### src/rtl/imm_decode_pipe.sv
// RV32I/RV64I immediate generator: classifies the instruction format and produces the sign-extended immediate.
// One-cycle latency. A 2-entry output/skid buffer absorbs back-pressure; in_ready is registered, so it has no combinational path from out_ready.
module imm_decode_pipe #(
  parameter int XLEN  = 32,
  parameter int CNT_W = 8
) (
  input  logic             clk,
  input  logic             rst_n,
  input  logic             in_valid,
  output logic             in_ready,
  input  logic [31:0]      in_instr,
  output logic             out_valid,
  input  logic             out_ready,
  output logic [XLEN-1:0]  out_imm,
  output logic [2:0]       out_fmt,
  output logic [31:0]      out_instr,
  output logic [CNT_W-1:0] illegal_cnt
);

  localparam logic [2:0] FMT_R   = 3'd0;
  localparam logic [2:0] FMT_I   = 3'd1;
  localparam logic [2:0] FMT_S   = 3'd2;
  localparam logic [2:0] FMT_B   = 3'd3;
  localparam logic [2:0] FMT_U   = 3'd4;
  localparam logic [2:0] FMT_J   = 3'd5;
  localparam logic [2:0] FMT_ILL = 3'd7;

  localparam logic [6:0] OP_REG    = 7'b0110011;
  localparam logic [6:0] OP_IMM    = 7'b0010011;
  localparam logic [6:0] OP_LOAD   = 7'b0000011;
  localparam logic [6:0] OP_JALR   = 7'b1100111;
  localparam logic [6:0] OP_SYSTEM = 7'b1110011;
  localparam logic [6:0] OP_STORE  = 7'b0100011;
  localparam logic [6:0] OP_BRANCH = 7'b1100011;
  localparam logic [6:0] OP_LUI    = 7'b0110111;
  localparam logic [6:0] OP_AUIPC  = 7'b0010111;
  localparam logic [6:0] OP_JAL    = 7'b1101111;

  typedef struct packed {
    logic [31:0]     instr;
    logic [XLEN-1:0] imm;
    logic [2:0]      fmt;
  } entry_t;

  entry_t          dec;
  entry_t          or_q;
  entry_t          sr_q;
  logic            or_vld;
  logic            sr_vld;
  logic            sr_vld_nxt;
  logic            rdy_q;
  logic [CNT_W-1:0] cnt_q;
  logic [31:0]     imm32;
  logic            in_xfer;
  logic            out_xfer;

  // Combinational decode of the incoming word.
  always_comb begin
    imm32   = '0;
    dec.fmt = FMT_ILL;
    if (in_instr[1:0] == 2'b11) begin
      unique case (in_instr[6:0])
        OP_REG: begin
          dec.fmt = FMT_R;
        end
        OP_IMM, OP_LOAD, OP_JALR, OP_SYSTEM: begin
          dec.fmt = FMT_I;
          imm32   = {{20{in_instr[31]}}, in_instr[31:20]};
        end
        OP_STORE: begin
          dec.fmt = FMT_S;
          imm32   = {{20{in_instr[31]}}, in_instr[31:25], in_instr[11:7]};
        end
        OP_BRANCH: begin
          dec.fmt = FMT_B;
          imm32   = {{19{in_instr[31]}}, in_instr[31], in_instr[7],
                     in_instr[30:25], in_instr[11:8], 1'b0};
        end
        OP_LUI, OP_AUIPC: begin
          dec.fmt = FMT_U;
          imm32   = {in_instr[31:12], 12'b0};
        end
        OP_JAL: begin
          dec.fmt = FMT_J;
          imm32   = {{11{in_instr[31]}}, in_instr[31], in_instr[19:12],
                     in_instr[20], in_instr[30:21], 1'b0};
        end
        default: begin
          dec.fmt = FMT_ILL;
        end
      endcase
    end
  end

  // imm32[31] equals instr[31] for every format with a nonzero immediate, and 0 for R/illegal.
  always_comb begin
    dec.imm       = {XLEN{imm32[31]}};
    dec.imm[31:0] = imm32;
    dec.instr     = in_instr;
  end

  assign in_xfer  = in_valid & rdy_q;
  assign out_xfer = or_vld & out_ready;

  // SR fills only when a new word arrives while OR is occupied and not draining.
  always_comb begin
    if (sr_vld) begin
      sr_vld_nxt = ~out_xfer;
    end else begin
      sr_vld_nxt = in_xfer & or_vld & ~out_xfer;
    end
  end

  always_ff @(posedge clk) begin
    if (!rst_n) begin
      or_q   <= '0;
      sr_q   <= '0;
      or_vld <= 1'b0;
      sr_vld <= 1'b0;
      rdy_q  <= 1'b0;
    end else begin
      sr_vld <= sr_vld_nxt;
      rdy_q  <= ~sr_vld_nxt;
      if (sr_vld) begin
        if (out_xfer) begin
          or_q <= sr_q;
        end
      end else if (in_xfer) begin
        if (!or_vld || out_xfer) begin
          or_q   <= dec;
          or_vld <= 1'b1;
        end else begin
          sr_q <= dec;
        end
      end else if (out_xfer) begin
        or_vld <= 1'b0;
      end
    end
  end

  always_ff @(posedge clk) begin
    if (!rst_n) begin
      cnt_q <= '0;
    end else if (in_xfer && (dec.fmt == FMT_ILL) && (cnt_q != {CNT_W{1'b1}})) begin
      cnt_q <= cnt_q + 1'b1;
    end
  end

  assign in_ready    = rdy_q;
  assign out_valid   = or_vld;
  assign out_imm     = or_q.imm;
  assign out_fmt     = or_q.fmt;
  assign out_instr   = or_q.instr;
  assign illegal_cnt = cnt_q;

endmodule

### config.mk
export PLATFORM = sky130hd
export DESIGN_NAME = imm_decode_pipe
export DESIGN_NICKNAME = d
export VERILOG_FILES = /design/src/rtl/imm_decode_pipe.sv
export SDC_FILE = /design/constraint.sdc
export NUM_CORES = 1
export LEC_CHECK = 0
export BUFFER_PORTS_ARGS = -buffer_cell sky130_fd_sc_hd__buf_2
export CORE_MARGIN = 2
export CORE_UTILIZATION = 50
export DETAILED_ROUTE_END_ITERATION = 6
export PLACE_DENSITY = 0.75
export SLEW_MARGIN = 20
export SYNTH_ARGS = -nofsm -noshare
export SYNTH_HDL_FRONTEND = slang
export SYNTH_SLANG_ARGS = --single-unit
### constraint.sdc
create_clock -name clk -period 1.51 [get_ports clk]
set_input_delay 0.151 -clock clk [delete_from_list [all_inputs] [get_ports clk]]
set_output_delay 0.151 -clock clk [all_outputs]
set_load 0.01 [all_outputs]
==> impl_metrics.xml <==
<?xml version="1.0" encoding="UTF-8"?>
<metrics>
  <group name="drt">
    <metric name="detailroute.via_count" unit="">6134</metric>
    <metric name="detail_route.iter0.violations" unit="">513</metric>
    <metric name="vias_per_cell" unit="">5.803</metric>
    <metric name="met3WireLength" unit="um">1298</metric>
    <metric name="wl_met1" unit="um">7992</metric>
    <metric name="detailedRoute.firstPassIterationCount" unit="">5</metric>
    <metric name="wirelength" unit="um">18530</metric>
    <metric name="met2_routed_wl" unit="um">8889</metric>
    <metric name="antenna_left" unit="">0</metric>
    <metric name="highest_metal_layer_with_signal_wires" unit="">met4</metric>
    <metric name="final_routed_wire_length_divided_by_cell_count" unit="um">17.53</metric>
    <metric name="post-route-drc-count" unit="">0</metric>
  </group>
  <group name="synth">
    <metric name="synth.area.top_cells" unit="">dfxtp_1 (46%), nand2_1 (9.0%), mux2i_1 (5.4%)</metric>
    <metric name="synthMostInstantiatedCell" unit="">nand2_1</metric>
    <metric name="async_reset_ff_share" unit="%">0</metric>
    <metric name="syn_area" unit="um2">6361</metric>
    <metric name="syn_area_per_cell" unit="um2">8.690</metric>
    <metric name="yosys_warnings" unit="">0</metric>
    <metric name="ys_ff_latch" unit="">145</metric>
    <metric name="postSynthCellCount" unit="">732</metric>
    <metric name="post-synth-top-area-fraction" unit="%">45.63</metric>
    <metric name="yosys-top-cells-count" unit="">nand2_1 (153), dfxtp_1 (145), a21oi_1 (53)</metric>
    <metric name="synth-edff-count" unit="">0</metric>
    <metric name="yosysSeqAreaShare" unit="%">45.63</metric>
    <metric name="synth_ff_type" unit="">dfxtp_1</metric>
    <metric name="synth_cell_type_count" unit="">46</metric>
    <metric name="synth_top_area_cell" unit="">dfxtp_1</metric>
    <metric name="synth_nets" unit="">769</metric>
  </group>
  <group name="clocking">
    <metric name="numCtsBuffers" unit="">17</metric>
    <metric name="cts_htree_levels" unit="">4</metric>
    <metric name="cts.sinks" unit="">145</metric>
    <metric name="cts.root.buffer_cell" unit="">clkbuf_16</metric>
    <metric name="clk_latency" unit="ps">420</metric>
    <metric name="clk_pin_slew_worst_paths" unit="ps">60</metric>
    <metric name="ctsLongestPathBuffers" unit="">2</metric>
    <metric name="cts_tree" unit="">done</metric>
  </group>
  <group name="power">
    <metric name="ir_drop" unit="mV">0.7838</metric>
    <metric name="sequentialPowerShare" unit="%">42.6</metric>
    <metric name="sw_frac_of_total" unit="%">25.05</metric>
    <metric name="power.combinational.fraction" unit="%">11.8</metric>
    <metric name="power-per-cell-area" unit="nW/um2">1146</metric>
    <metric name="power_switching" unit="W">0.002395</metric>
    <metric name="p_clk_share" unit="%">45.6</metric>
    <metric name="power.leakage" unit="nW">3.628</metric>
    <metric name="internal_power" unit="W">0.007166</metric>
  </group>
  <group name="timing">
    <metric name="clock.fmax" unit="GHz">0.6039</metric>
    <metric name="skew" unit="ps">9.154</metric>
    <metric name="timing_worst_slew_pin_value" unit="ps">490.6</metric>
    <metric name="final-hold-violation-count" unit="">0</metric>
    <metric name="slew_headroom" unit="%">67.04</metric>
    <metric name="post-route-worst-setup-slack" unit="ps">-145.9</metric>
    <metric name="setup_viol_count_final" unit="">44</metric>
    <metric name="finalMaxSlewViolations" unit="">0</metric>
    <metric name="rsz_0062_raised_after_global_routing" unit="">yes</metric>
    <metric name="share_of_the_cycle_needed_by_the_critical_path_after_routing" unit="%">109.7</metric>
    <metric name="post-route-min-period" unit="ps">1656</metric>
  </group>
  <group name="worst_setup_path">
    <metric name="critical_path.startpoint_type" unit="">register</metric>
    <metric name="rr_worst_depth" unit="">7</metric>
    <metric name="path_max_fanout" unit="">17</metric>
    <metric name="cp.arrival" unit="ps">2000</metric>
    <metric name="worst_setup_path_start" unit="">sr_vld</metric>
    <metric name="worstReg2RegEnd" unit="">out_imm[27]</metric>
    <metric name="cp-end-kind" unit="">register</metric>
    <metric name="worst_setup_path_endpoint" unit="">out_imm[27]</metric>
    <metric name="worst_r2r_startpoint" unit="">sr_vld</metric>
    <metric name="required" unit="ps">1850</metric>
    <metric name="regToRegSetupSlack" unit="ps">-150</metric>
    <metric name="path_class" unit="">reg -&gt; reg</metric>
  </group>
  <group name="place">
    <metric name="detailedPlace.worstSlack" unit="ps">-176.4</metric>
    <metric name="buffer_ports.inserted" unit="">112</metric>
    <metric name="detailed_placer_s_ending_hpwl" unit="um">11750</metric>
    <metric name="placedCellCount" unit="">1012</metric>
    <metric name="gpl_congestion" unit="">0.8761</metric>
  </group>
  <group name="finish">
    <metric name="num-fill-cells" unit="">995</metric>
    <metric name="multi_input_area" unit="um2">3264</metric>
    <metric name="ff_latch_area" unit="um2">2908</metric>
    <metric name="syn2layout_area_growth" unit="%">31.18</metric>
    <metric name="diodes" unit="">0</metric>
    <metric name="fin_cells" unit="">1057</metric>
    <metric name="fin_nets" unit="">909</metric>
    <metric name="post_route_cells_drive_above_1_share" unit="%">27.12</metric>
  </group>
  <group name="floorplanning">
    <metric name="floorplan.die_area" unit="um2">13640</metric>
    <metric name="pin_count" unit="">113</metric>
    <metric name="dieWidth" unit="um">116.8</metric>
    <metric name="start_util" unit="%">50.82</metric>
    <metric name="coreArea" unit="um2">12520</metric>
    <metric name="placementRows" unit="">41</metric>
    <metric name="die_height" unit="um">116.8</metric>
  </group>
  <group name="global_route">
    <metric name="antenna_violations_before_repair" unit="">0</metric>
    <metric name="grt_remaining_overflow" unit="">0</metric>
    <metric name="grt_max_degree" unit="">56</metric>
    <metric name="grt_first_pass_wirelength" unit="um">28230</metric>
    <metric name="grtUsageTotal" unit="%">26.26</metric>
    <metric name="first_global_vias" unit="">5885</metric>
  </group>
  <group name="hold_path">
    <metric name="hp-class" unit="">in -&gt; reg</metric>
  </group>
  <group name="status">
    <metric name="result_of_the_run" unit="">finished, violations left</metric>
    <metric name="violations" unit="">negative setup slack</metric>
  </group>
  <group name="job">
    <metric name="timing.max_cap.violations" unit="">0</metric>
  </group>
</metrics>
## layout by cell type (no fill, tap or decap), drive strengths merged, types with 5 or more instances in the layout
master    n
o211ai   23
dfxtp   145
and3      6
clkbuf   22
nand2b    9
nand3     5
o221ai    6
nand4b    9
inv       6
o21ai    41
buf     182
a31oi     9
nand3b   23
a21oi    53
clkinv    5
nand2   153
mux2i    34
nor2     14
a21boi   41
o211a    34
nand4    17
## worst min-delay path by stage
stage	startpoint	end	slack, ps	depth (start not counted)
CTS	in_instr[18]	sr_q[53]	1	3
detailed placement	in_instr[17]	sr_q[52]	440	3
finish	in_instr[18]	sr_q[53]	4	3
global placement	in_instr[7]	sr_q[42]	410	3
global route	in_instr[10]	sr_q[45]	10	3
floorplan	in_instr[0]	sr_q[35]	300	2
## routing by layer
| metal | vias up | track usage [%] |
|---|---|---|
| met5 | - | 0 |
| met4 | 0 | 11.53 |
| met3 | 36 | 6.591 |
| met2 | 240 | 43.89 |
| met1 | 2945 | 32.18 |
| li1 | 2913 | - |
## timing repair
action / 4_1_cts / 5_1_grt
resized for setup: 5 / 24
endpoints found under the setup margin: 54 / 135
hold buffers: 2 / 0
pin swaps: 3 / 5
cloned: 1 / 4
buffers inserted: 4 / 2
endpoints found under the hold margin: 2 / 0
## registers in the layout, summed over array words and instances, names as in the netlist
signal	cells
sr_vld	1
out_imm	32
out_instr	32
in_ready	1
illegal_cnt	8
out_valid	1
sr_q	67
out_fmt	3
## through the flow
step | TNS, ps | power [W] | instance area [um2] | hold WS [ps] | util (%)
after floorplan | -485.3 | 0.004692 | 6369 | 295.9 | -
after global placement | -1412 | 0.005122 | 7456 | 413.1 | 59.57
after detailed placement | -4273 | 0.005155 | 7456 | 435.7 | 59.57
after CTS | -952.8 | 0.009502 | 8160 | 1.375 | 65.19
after global routing | -3893 | 0.009826 | 8344 | 11.05 | 66.66
final | -2350 | 0.009561 | 8344 | 3.876 | 66.66
## power groups by stage
stage | Clock (W) | Combinational (W) | Sequential, W
CTS | 0.00438 | 0.00105 | 0.00407
finish | 0.00436 | 0.00113 | 0.00407
detailed placement | 0 | 0.00101 | 0.00415
floorplan | 0 | 0.000485 | 0.00421
global placement | 0 | 0.000984 | 0.00414
global route | 0.00453 | 0.00121 | 0.00408
## critical path: stages (launching register included)
cell and delay, ps:
dfxtp_4 350, nand3b_1 250, a21oi_4 230, buf_12 150, buf_6 140, buf_16 160, o211ai_1 90, a21oi_1 190
## area by class of cell
class | instances | area share (%)
clock buffers | 19 | 5.428
inverters | 4 | 0.1799
repair buffers | 187 | 15.94
multi-input cells | 517 | 39.12
well taps | 172 | 2.579
flip-flops and latches | 145 | 34.85
clock inverters | 13 | 1.904
## logic make-up (layout without fill, tap and decap cells)
family,after synthesis,after routing,share of synthesized area (%)
compound gates,225,225,24.70
xor+xnor,2,2,0.2754
fa+ha+maj,1,1,0.1967
buf+inv,70,223,4.504
flops,145,145,45.63
mux,34,34,5.350
simple gates,255,255,19.34
No activity file was read; power rests on OpenSTA's default activity.
